$ cat src/rtl/div_share_ctrl.sv
// Purpose : arbitrates NREQ requesters round-robin onto one shared sequential divider.
// Latency : accept t -> start t+1 -> wait from t+2; response one cycle after ready (divide-by-zero: t+1).
// Backpressure: one operation in flight, so req_ready is low outside IDLE; responses are never stalled.
//
// Ports
//   i_clk                    clock, all state on the rising edge
//   i_reset                  asynchronous reset, active-low (0 = reset)
//   i_req_valid / o_req_ready per-requester handshake; o_req_ready is a one-hot grant
//   i_req_x / i_req_y        packed operands, requester i at [i*WIDTH +: WIDTH]
//   o_rsp_valid              one-cycle pulse to the owner of the result
//   o_rsp_q/o_rsp_r/o_rsp_err result; held until the next response
//   o_busy                   high whenever the controller is not idle
//   o_div_x/o_div_y/o_div_start  operands and start pulse to the divider
//   i_div_ready/i_div_q/i_div_r  divider completion and result
module div_share_ctrl #(
    parameter int WIDTH   = 8,
    parameter int NREQ    = 4,
    parameter int TIMEOUT = 255
) (
    input  logic                    i_clk,
    input  logic                    i_reset,
    input  logic [NREQ-1:0]         i_req_valid,
    output logic [NREQ-1:0]         o_req_ready,
    input  logic [NREQ*WIDTH-1:0]   i_req_x,
    input  logic [NREQ*WIDTH-1:0]   i_req_y,
    output logic [NREQ-1:0]         o_rsp_valid,
    output logic [WIDTH-1:0]        o_rsp_q,
    output logic [WIDTH-1:0]        o_rsp_r,
    output logic                    o_rsp_err,
    output logic                    o_busy,
    output logic [WIDTH-1:0]        o_div_x,
    output logic [WIDTH-1:0]        o_div_y,
    output logic                    o_div_start,
    input  logic                    i_div_ready,
    input  logic [WIDTH-1:0]        i_div_q,
    input  logic [WIDTH-1:0]        i_div_r
);

    localparam int PW = (NREQ > 1) ? $clog2(NREQ) : 1;
    localparam int CW = $clog2(TIMEOUT + 1);

    typedef enum logic [1:0] {
        S_IDLE  = 2'd0,
        S_ISSUE = 2'd1,
        S_WAIT  = 2'd2,
        S_RESP  = 2'd3
    } state_t;

    state_t              r_state;
    logic [PW-1:0]       r_ptr;
    logic [PW-1:0]       r_owner;
    logic [WIDTH-1:0]    r_x;
    logic [WIDTH-1:0]    r_y;
    logic [CW-1:0]       r_cnt;
    logic                r_div_start;
    logic [NREQ-1:0]     r_rsp_valid;
    logic [WIDTH-1:0]    r_rsp_q;
    logic [WIDTH-1:0]    r_rsp_r;
    logic                r_rsp_err;
    logic                r_busy;

    logic                w_grant_any;
    logic [PW-1:0]       w_grant_idx;
    logic [NREQ-1:0]     w_grant_oh;
    logic [WIDTH-1:0]    w_grant_x;
    logic [WIDTH-1:0]    w_grant_y;
    logic [NREQ-1:0]     w_owner_oh;
    logic [PW-1:0]       w_ptr_next;

    // Requester index reached k steps above base, wrapping at NREQ.
    function automatic logic [PW-1:0] wrap_idx(input int base, input int k);
        return PW'((base + k) % NREQ);
    endfunction

    // Round-robin search: first valid requester at or above the pointer.
    always_comb begin
        w_grant_any = 1'b0;
        w_grant_idx = '0;
        for (int k = 0; k < NREQ; k++) begin
            if (!w_grant_any && i_req_valid[wrap_idx(int'(r_ptr), k)]) begin
                w_grant_any = 1'b1;
                w_grant_idx = wrap_idx(int'(r_ptr), k);
            end
        end
    end

    assign w_grant_oh = w_grant_any ? (NREQ'(1) << w_grant_idx) : '0;
    assign w_grant_x  = i_req_x[int'(w_grant_idx)*WIDTH +: WIDTH];
    assign w_grant_y  = i_req_y[int'(w_grant_idx)*WIDTH +: WIDTH];
    assign w_owner_oh = NREQ'(1) << r_owner;
    assign w_ptr_next = (r_owner == PW'(NREQ - 1)) ? '0 : r_owner + PW'(1);

    // The grant is the only combinational output; it is masked during reset
    // so that every output reads zero while reset is held.
    assign o_req_ready = (r_state == S_IDLE && i_reset) ? w_grant_oh : '0;
    assign o_rsp_valid = r_rsp_valid;
    assign o_rsp_q     = r_rsp_q;
    assign o_rsp_r     = r_rsp_r;
    assign o_rsp_err   = r_rsp_err;
    assign o_busy      = r_busy;
    assign o_div_x     = r_x;
    assign o_div_y     = r_y;
    assign o_div_start = r_div_start;

    always_ff @(posedge i_clk or negedge i_reset) begin
        if (!i_reset) begin
            r_state     <= S_IDLE;
            r_ptr       <= '0;
            r_owner     <= '0;
            r_x         <= '0;
            r_y         <= '0;
            r_cnt       <= '0;
            r_div_start <= 1'b0;
            r_rsp_valid <= '0;
            r_rsp_q     <= '0;
            r_rsp_r     <= '0;
            r_rsp_err   <= 1'b0;
            r_busy      <= 1'b0;
        end else begin
            // Start and response are single-cycle pulses.
            r_div_start <= 1'b0;
            r_rsp_valid <= '0;
            case (r_state)
                S_IDLE: begin
                    if (w_grant_any) begin
                        r_owner <= w_grant_idx;
                        r_x     <= w_grant_x;
                        r_y     <= w_grant_y;
                        r_busy  <= 1'b1;
                        if (w_grant_y == '0) begin
                            // Divide-by-zero never reaches the divider.
                            r_state     <= S_RESP;
                            r_rsp_valid <= w_grant_oh;
                            r_rsp_q     <= {WIDTH{1'b1}};
                            r_rsp_r     <= w_grant_x;
                            r_rsp_err   <= 1'b1;
                        end else begin
                            r_state     <= S_ISSUE;
                            r_div_start <= 1'b1;
                        end
                    end
                end
                S_ISSUE: begin
                    r_state <= S_WAIT;
                    r_cnt   <= '0;
                end
                S_WAIT: begin
                    r_cnt <= r_cnt + CW'(1);
                    // r_cnt == 0 is the first WAIT cycle, where ready may
                    // still be the divider's idle indication from before start.
                    if (i_div_ready && r_cnt != '0) begin
                        r_state     <= S_RESP;
                        r_rsp_valid <= w_owner_oh;
                        r_rsp_q     <= i_div_q;
                        r_rsp_r     <= i_div_r;
                        r_rsp_err   <= 1'b0;
                    end else if (r_cnt == CW'(TIMEOUT - 1)) begin
                        // TIMEOUT wait cycles elapsed: abandon the divider.
                        r_state     <= S_RESP;
                        r_rsp_valid <= w_owner_oh;
                        r_rsp_q     <= '0;
                        r_rsp_r     <= '0;
                        r_rsp_err   <= 1'b1;
                    end
                end
                S_RESP: begin
                    r_state <= S_IDLE;
                    r_busy  <= 1'b0;
                    r_ptr   <= w_ptr_next;
                end
                default: begin
                    r_state <= S_IDLE;
                    r_busy  <= 1'b0;
                end
            endcase
        end
    end

endmodule

$ cat config.mk
export PLATFORM = sky130hd
export DESIGN_NAME = div_share_ctrl
export DESIGN_NICKNAME = d
export VERILOG_FILES = /design/src/rtl/div_share_ctrl.sv
export SDC_FILE = /design/constraint.sdc
export NUM_CORES = 1
export LEC_CHECK = 0
export CORE_AREA = 5 5 108 110
export DETAILED_ROUTE_END_ITERATION = 8
export DIE_AREA = 0 0 113 115
export PLACE_DENSITY = 0.65
export SYNTH_ARGS = -nofsm -noshare
export SYNTH_HDL_FRONTEND = slang
export SYNTH_SLANG_ARGS = --single-unit
$ cat constraint.sdc
create_clock -name i_clk -period 7.6 [get_ports i_clk]
set_clock_uncertainty 0.05 [all_clocks]
set_input_delay 1.52 -clock i_clk [delete_from_list [all_inputs] [get_ports i_clk]]
set_output_delay 1.52 -clock i_clk [all_outputs]
set_load 0.05 [all_outputs]
==> reports/summary.txt, run 1 <==
status -> finished clean
Area growth, synth to finish -> 39.03%
main combinational cell family by area after synthesis -> compound AO/OA/AOI/OAI gates
placed cell areas -> 0.005119 mm2
Fin Setup TNS -> 0 ns
# port buffers -> 129
latest clock arrival within the worst-skew pair -> 0.31 ns
vias per cell -> 5.476
Slew Viols, Final -> 0
Fmax -> 0.1698 GHz
post-DP HPWL -> 8328 um
syn avg cell area -> 9.260 um2
CP Launch Type -> input pin
synthesis-stage register bit count -> 53
Max Buffers Root-to-Sink -> 2
Rel. slew slack -> 0.3230
vias -> 3,625
Resize count post-CTS -> 0
XOR/XNOR Fraction of Synth Area -> 0.004682
crit end category -> output pin
multiplexer share of the synthesized area -> 0.1365
CTS sink cnt -> 53
DR iter-0 viols -> 151
Num CTS Buffers -> 5
Crit-path slowest cell -> clkdlybuf4s50_1
crit path DAT -> 4.32 ns
Pleak -> 2.107 nW
Die X -> 113 um
syn_nets -> 501
max-cap violations -> 0
pin count of the biggest net entering global routing -> 54
Hold Crit Class -> reg2reg
CTS tree -> built
post-route ant nets -> 0
count of final setup violators -> 0
cell area after synthesis -> 0.003741 mm2
die area -> 0.01300 mm2
Crit Path Max Fanout -> 22
antenna cells -> 0
Core ar. -> 0.01060 mm2
FFs w/ async S/R, synth -> 1.000
antenna violations before repair -> 0
initial core utilization -> 0.3528
post-synthesis sequential area ratio -> 0.3545
routability congestion estimate -> 0.8118
final instance area -> 0.005201 mm2
critical path startpoint -> i_req_valid[1]
postcts setup bufs -> 0
H-tree levels -> 2
period utilization -> 0.7749
total grt overflow -> 0
Initial DRT Pass Iterations -> 4
CP required -> 6.03 ns
global-route wire length before repair -> 18,370 um
CP most frequent cell -> clkdlybuf4s50_1
Crit path depth -> 7
Crit Path Class -> in2out
DRC -> 0
Die Height -> 115 um
power per cell area -> 417.6 mW/mm2
Final Hold Viols -> 0
Total Power -> 0.002172 W
CP top delay family -> buffers and inverters
most common cell after layout, fill and taps aside -> clkdlybuf4s50_1
Ports -> 130
most frequent cells in the layout -> 128 x clkdlybuf4s50_1, 53 x dfrtp_1, 46 x nand2_1
yosys warns -> 0
Crit Reg-Reg Startpoint -> r_state[0]
fin util -> 0.4906
post-synthesis compound-gate area fraction -> 0.2753
nets -> 618
R2R setup slack -> 4.37 ns
Hold Slack -> 0.4414 ns
ys flop type -> dfrtp_1
site row count -> 38
Post-Synth Adder-Cell Area -> 0.03344
simple-gate area share of the yosys netlist -> 0.1455
maximum VDD drop -> 0.0002207 V
Yosys cell types -> 47
final WL -> 11,550 um
share of cells above drive strength 1 -> 0.07854
Worst setup endpoint -> o_req_ready[3]
vias in the first global route -> 3,693
Syn Inst Count -> 404
Post-synth EDFFs -> 0
fin crit period -> 5.889 ns
max incr delay on CP -> 0.84 ns
Routed WL per cell -> 17.44 um
WP buf/inv -> 3
Post-CTS Hold Buffers -> 0
clock slew at reported path FFs -> 0.10 ns
RSZ-0062 raised after global routing -> false
global-route usage over all layers -> 0.1733
worst-case reg-to-reg path depth -> 6
CP cell instances -> clkdlybuf4s50_1 > a21boi_1 > a2bb2oi_2 > nand2_1 > buf_4 > nor3_1 > clkdlybuf4s50_1
Slew @ Worst Pin -> 1.008 ns
Critical R2R Capture -> o_rsp_r[7]
Root Driver -> clkbuf_8
==> cells in the mapped netlist, types with 2 or more instances <==
cell type  number  share of area
a311oi_2        7          0.028
o21ai_1         8          0.011
nand3_1        14          0.019
xor2_1          2         0.0047
dfrtp_1        53           0.35
o21a_1          2         0.0040
inv_1          12          0.012
ha_1           10          0.033
o22ai_1        14          0.023
a22o_1          2         0.0047
a21oi_1        20          0.027
nand2b_1        3         0.0050
a21boi_1        7          0.014
o2bb2ai_1       8          0.019
a211oi_1       20          0.040
a32o_1          2         0.0054
mux2i_1        42           0.11
buf_6           5          0.015
nor3_1          6         0.0080
a211oi_2        5          0.017
buf_2           3         0.0040
nand4_1         4         0.0067
clkbuf_1       15          0.015
o21ai_0        12          0.016
nor2_1         28          0.028
nand2_1        46          0.046
a21boi_0       10          0.020
buf_1           2         0.0020
mux2_2          8          0.024
o31ai_1         9          0.018
and3_1          9          0.015
==> flip-flops by register name (all words and copies together) (netlist names), 4 cells and up <==
| register | flops |
|---|---|
| o_rsp_valid | 4 |
| o_div_y | 8 |
| o_rsp_q | 8 |
| o_div_x | 8 |
| o_rsp_r | 8 |
| r_cnt | 8 |
==> through the flow <==
| stage | setup WS, ns | cells |
|---|---|---|
| after detailed placement | 1.738 | 654 |
| after global placement | 1.770 | 654 |
| final | 1.711 | 662 |
| after CTS | 1.709 | 662 |
| after floorplan | 2.393 | 404 |
| after global routing | 1.549 | 662 |
==> worst min-delay path by stage <==
stage,cells after the start,to,slack [ns],from
after floorplan,1,r_cnt[6],0.41,r_cnt[6]
after global placement,2,o_div_y[5],0.42,o_div_y[5]
after detailed placement,2,o_div_y[5],0.42,o_div_y[5]
after CTS,2,o_div_y[5],0.44,o_div_y[5]
after global routing,2,o_div_y[5],0.45,o_div_y[5]
final,2,o_div_y[5],0.44,o_div_y[5]
==> final cells by class <==
class | instances | area, um2
Tap cell | 140 | 175.2
Clock inverter | 2 | 10.01
Fill cell | 1015 | 5401
Inverter | 12 | 45.04
Clock buffer | 6 | 72.57
Sequential cell | 53 | 1326
Multi-Input combinational cell | 313 | 2233
Timing Repair Buffer | 136 | 1339
==> worst register-to-register path, delay by kind of cell (launching register included) <==
family                   cells  cell delay (ns)
AO/OA/AOI/OAI                1             0.20
adder cells (fa/ha/maj)      1             0.81
buffers and inverters        2             0.58
flip-flops                   1             0.41
multiplexers                 1             0.18
AND/OR/NAND/NOR              1             0.93
==> per-layer routing <==
metal / wire [um] / global-route usage / vias to the layer above
li1: - / - / 1741
met4: 134 / 0.04647 / 0
met2: 5591 / 0.2954 / 106
met3: 728 / 0.04316 / 8
met1: 5092 / 0.2200 / 1770
met5: 0 / 0 / -
==> power by group <==
group / switching, W / internal (W)
combinational: 0.000961 / 0.000555
clock: 0.0000981 / 0.0000643
sequential: 0.0000931 / 0.000401
==> kinds of logic after synthesis <==
| group | after synthesis |
|---|---|
| AO/OA/AOI/OAI | 134 |
| XOR/XNOR | 2 |
| adder cells (fa/ha/maj) | 10 |
| buffers and inverters | 38 |
| flip-flops | 53 |
| multiplexers | 50 |
| AND/OR/NAND/NOR | 117 |
Note: power is estimated with default switching activity, not from simulation.
==> inputs of run 2 (changes only) <==
- PLACE_DENSITY: 0.65 -> 0.68
- clock period: 7.6 -> 4.8 ns (I/O delays scaled with it)
==> run 2 against run 1 <==
Effect of this change: critical path depth down 1; critical path type unchanged; final cell count up 0.45%; largest power group unchanged; global-route usage down 0.096 points; first-iteration DRC count down 5.3%; sequential power up 59%; largest cell class unchanged; setup slack worse by 0.85 ns; worst hold slack better by 0.0015 ns; total power up 63%; count of clock-buffer cells in the layout unchanged; sequential share of layout area down 0.34 points.
==> reports/summary.txt, run 2 (same netlist as run 1, synthesis figures left out) <==
latest clock arrival within the worst-skew pair -> 0.30 ns (about the same)
crit path DAT -> 2.93 ns (-1.39 ns)
Slew Viols, Final -> 0 (unchanged)
Ports -> 130 (unchanged)
most common cell after layout, fill and taps aside -> clkdlybuf4s50_1
clock slew at reported path FFs -> 0.10 ns (about the same)
pin count of the biggest net entering global routing -> 54 (unchanged)
die area -> 0.01300 mm2 (unchanged)
vias per cell -> 5.436 (-0.73%)
Root Driver -> clkbuf_8
Max Buffers Root-to-Sink -> 2 (unchanged)
Pleak -> 2.142 nW (+1.7%)
CP required -> 3.79 ns (-2.24 ns)
DR iter-0 viols -> 143 (-5.3%)
global-route wire length before repair -> 18,350 um (about the same)
Hold Crit Class -> reg2reg
Post-Place Cells -> 656 (+0.31%)
Slew @ Worst Pin -> 1.062 ns (+0.05438 ns)
status -> finished clean
Fmax -> 0.2538 GHz
final WL -> 11,600 um (+0.44%)
Num CTS Buffers -> 5 (unchanged)
post-route ant nets -> 0 (unchanged)
Cell Count, Final, Fillers Out -> 665 (+0.45%)
maximum VDD drop -> 0.0002924 V (+32%)
share of cells above drive strength 1 -> 0.09160 (+0.01306)
Post-CTS Hold Buffers -> 0 (unchanged)
H-tree levels -> 2 (unchanged)
final instance area -> 0.005271 mm2 (+1.3%)
DRC -> 0 (unchanged)
max-cap violations -> 0 (unchanged)
Die Height -> 115 um (unchanged)
# port buffers -> 129 (unchanged)
power per cell area -> 669.6 mW/mm2 (+60%)
# fillers -> 982 (-3.3%)
post-DP HPWL -> 8426 um (+1.2%)
Fin Setup TNS -> 0 ns (unchanged)
crit end category -> output pin
Die X -> 113 um (unchanged)
CTS sink cnt -> 53 (unchanged)
initial core utilization -> 0.3528 (unchanged)
postcts setup bufs -> 0 (unchanged)
routability congestion estimate -> 0.8083 (-0.43%)
Crit Path Class -> in2out
vias -> 3,615 (-0.28%)
Routed WL per cell -> 17.44 um (about the same)
count of final setup violators -> 0 (unchanged)
RSZ-0062 raised after global routing -> false
nets -> 620 (+0.32%)
CP Launch Type -> input pin
Resize count post-CTS -> 0 (unchanged)
fin crit period -> 3.939 ns
Reg area -> 0.001326 mm2 (unchanged)
area of the multi-input gates -> 0.002233 mm2 (unchanged)
total grt overflow -> 0 (unchanged)
Final Hold Viols -> 0 (unchanged)
Core ar. -> 0.01060 mm2 (unchanged)
antenna violations before repair -> 1 (+1)
period utilization -> 0.8207
Initial DRT Pass Iterations -> 4 (unchanged)
most frequent cells in the layout -> 124 x clkdlybuf4s50_1, 53 x dfrtp_1, 46 x nand2_1
site row count -> 38 (unchanged)
Crit Path Max Fanout -> 18 (-18%)
CTS tree -> built
Rel. slew slack -> 0.2865 (-0.03653)
global-route usage over all layers -> 0.1723 (-0.0009607)
R2R setup slack -> 1.48 ns (-2.89 ns)
Area growth, synth to finish -> 40.90%
placed cell areas -> 0.005149 mm2 (+0.59%)
vias in the first global route -> 3,703 (+0.27%)
-- run 2: cell count changes in the layout (fill, tap and decap cells not counted), moves of 2 or more --
cell,previous run,this run
buf_12,0,2
clkinv_2,2,0
buf_4,7,11
clkdlybuf4s50_1,128,124
-- run 2: where the power goes --
part,switching (W),internal [W]
Sequential,0.000150,0.000635
Clock,0.000153,0.000170
Combinational,0.00153,0.000888
-- run 2: cell type report --
cell class,instances,share of cell area
sequential,53,0.2516
multi-input combinational,313,0.4237
tap,140,0.03323
antenna,1,0.0004747
clock buffer,6,0.01567
clock inverter,2,0.007121
timing repair buffer,138,0.2597
inverter,12,0.008545
-- run 2: worst max-delay path: stages --
cell and delay (ns):
clkdlybuf4s50_1 0.54, nand3_1 0.47, nand2_1 0.38, nand3_1 0.14, nor3_1 0.20, buf_4 0.23
-- run 2: metal layers --
metal / wire, um / track usage / up-vias
li1: - / - / 1746
met1: 5137 / 0.2241 / 1743
met2: 5603 / 0.2927 / 115
met3: 688 / 0.03684 / 11
met4: 167 / 0.04487 / 0
met5: 0 / 0 / -
-- run 2: path summary, 6_finish.rpt --
check	from	end	cells past startpoint
max reg2reg	r_state[0]	o_rsp_r[0]	6
min reg2reg	o_div_y[5]	o_div_y[5]	2
min	o_div_y[5]	o_div_y[5]	2
min in group asynchronous	i_reset	o_rsp_r[3]	2
max in group asynchronous	i_reset	o_div_y[0]	2
max	i_req_valid[0]	o_req_ready[0]	6
-- run 2: per-stage QoR --
stage / hold slack (ns) / util / power [W] / setup slack [ns]
final: 0.4429 / 0.4972 / 0.003530 / 0.8607
after global routing: 0.4622 / 0.4972 / 0.003781 / 0.7617
after CTS: 0.4467 / 0.4969 / 0.003546 / 0.8354
after detailed placement: 0.4230 / 0.4856 / 0.003214 / 0.7805
after global placement: 0.4207 / 0.4856 / 0.003146 / 0.8698
after floorplan: 0.4095 / - / 0.002512 / 0.7129
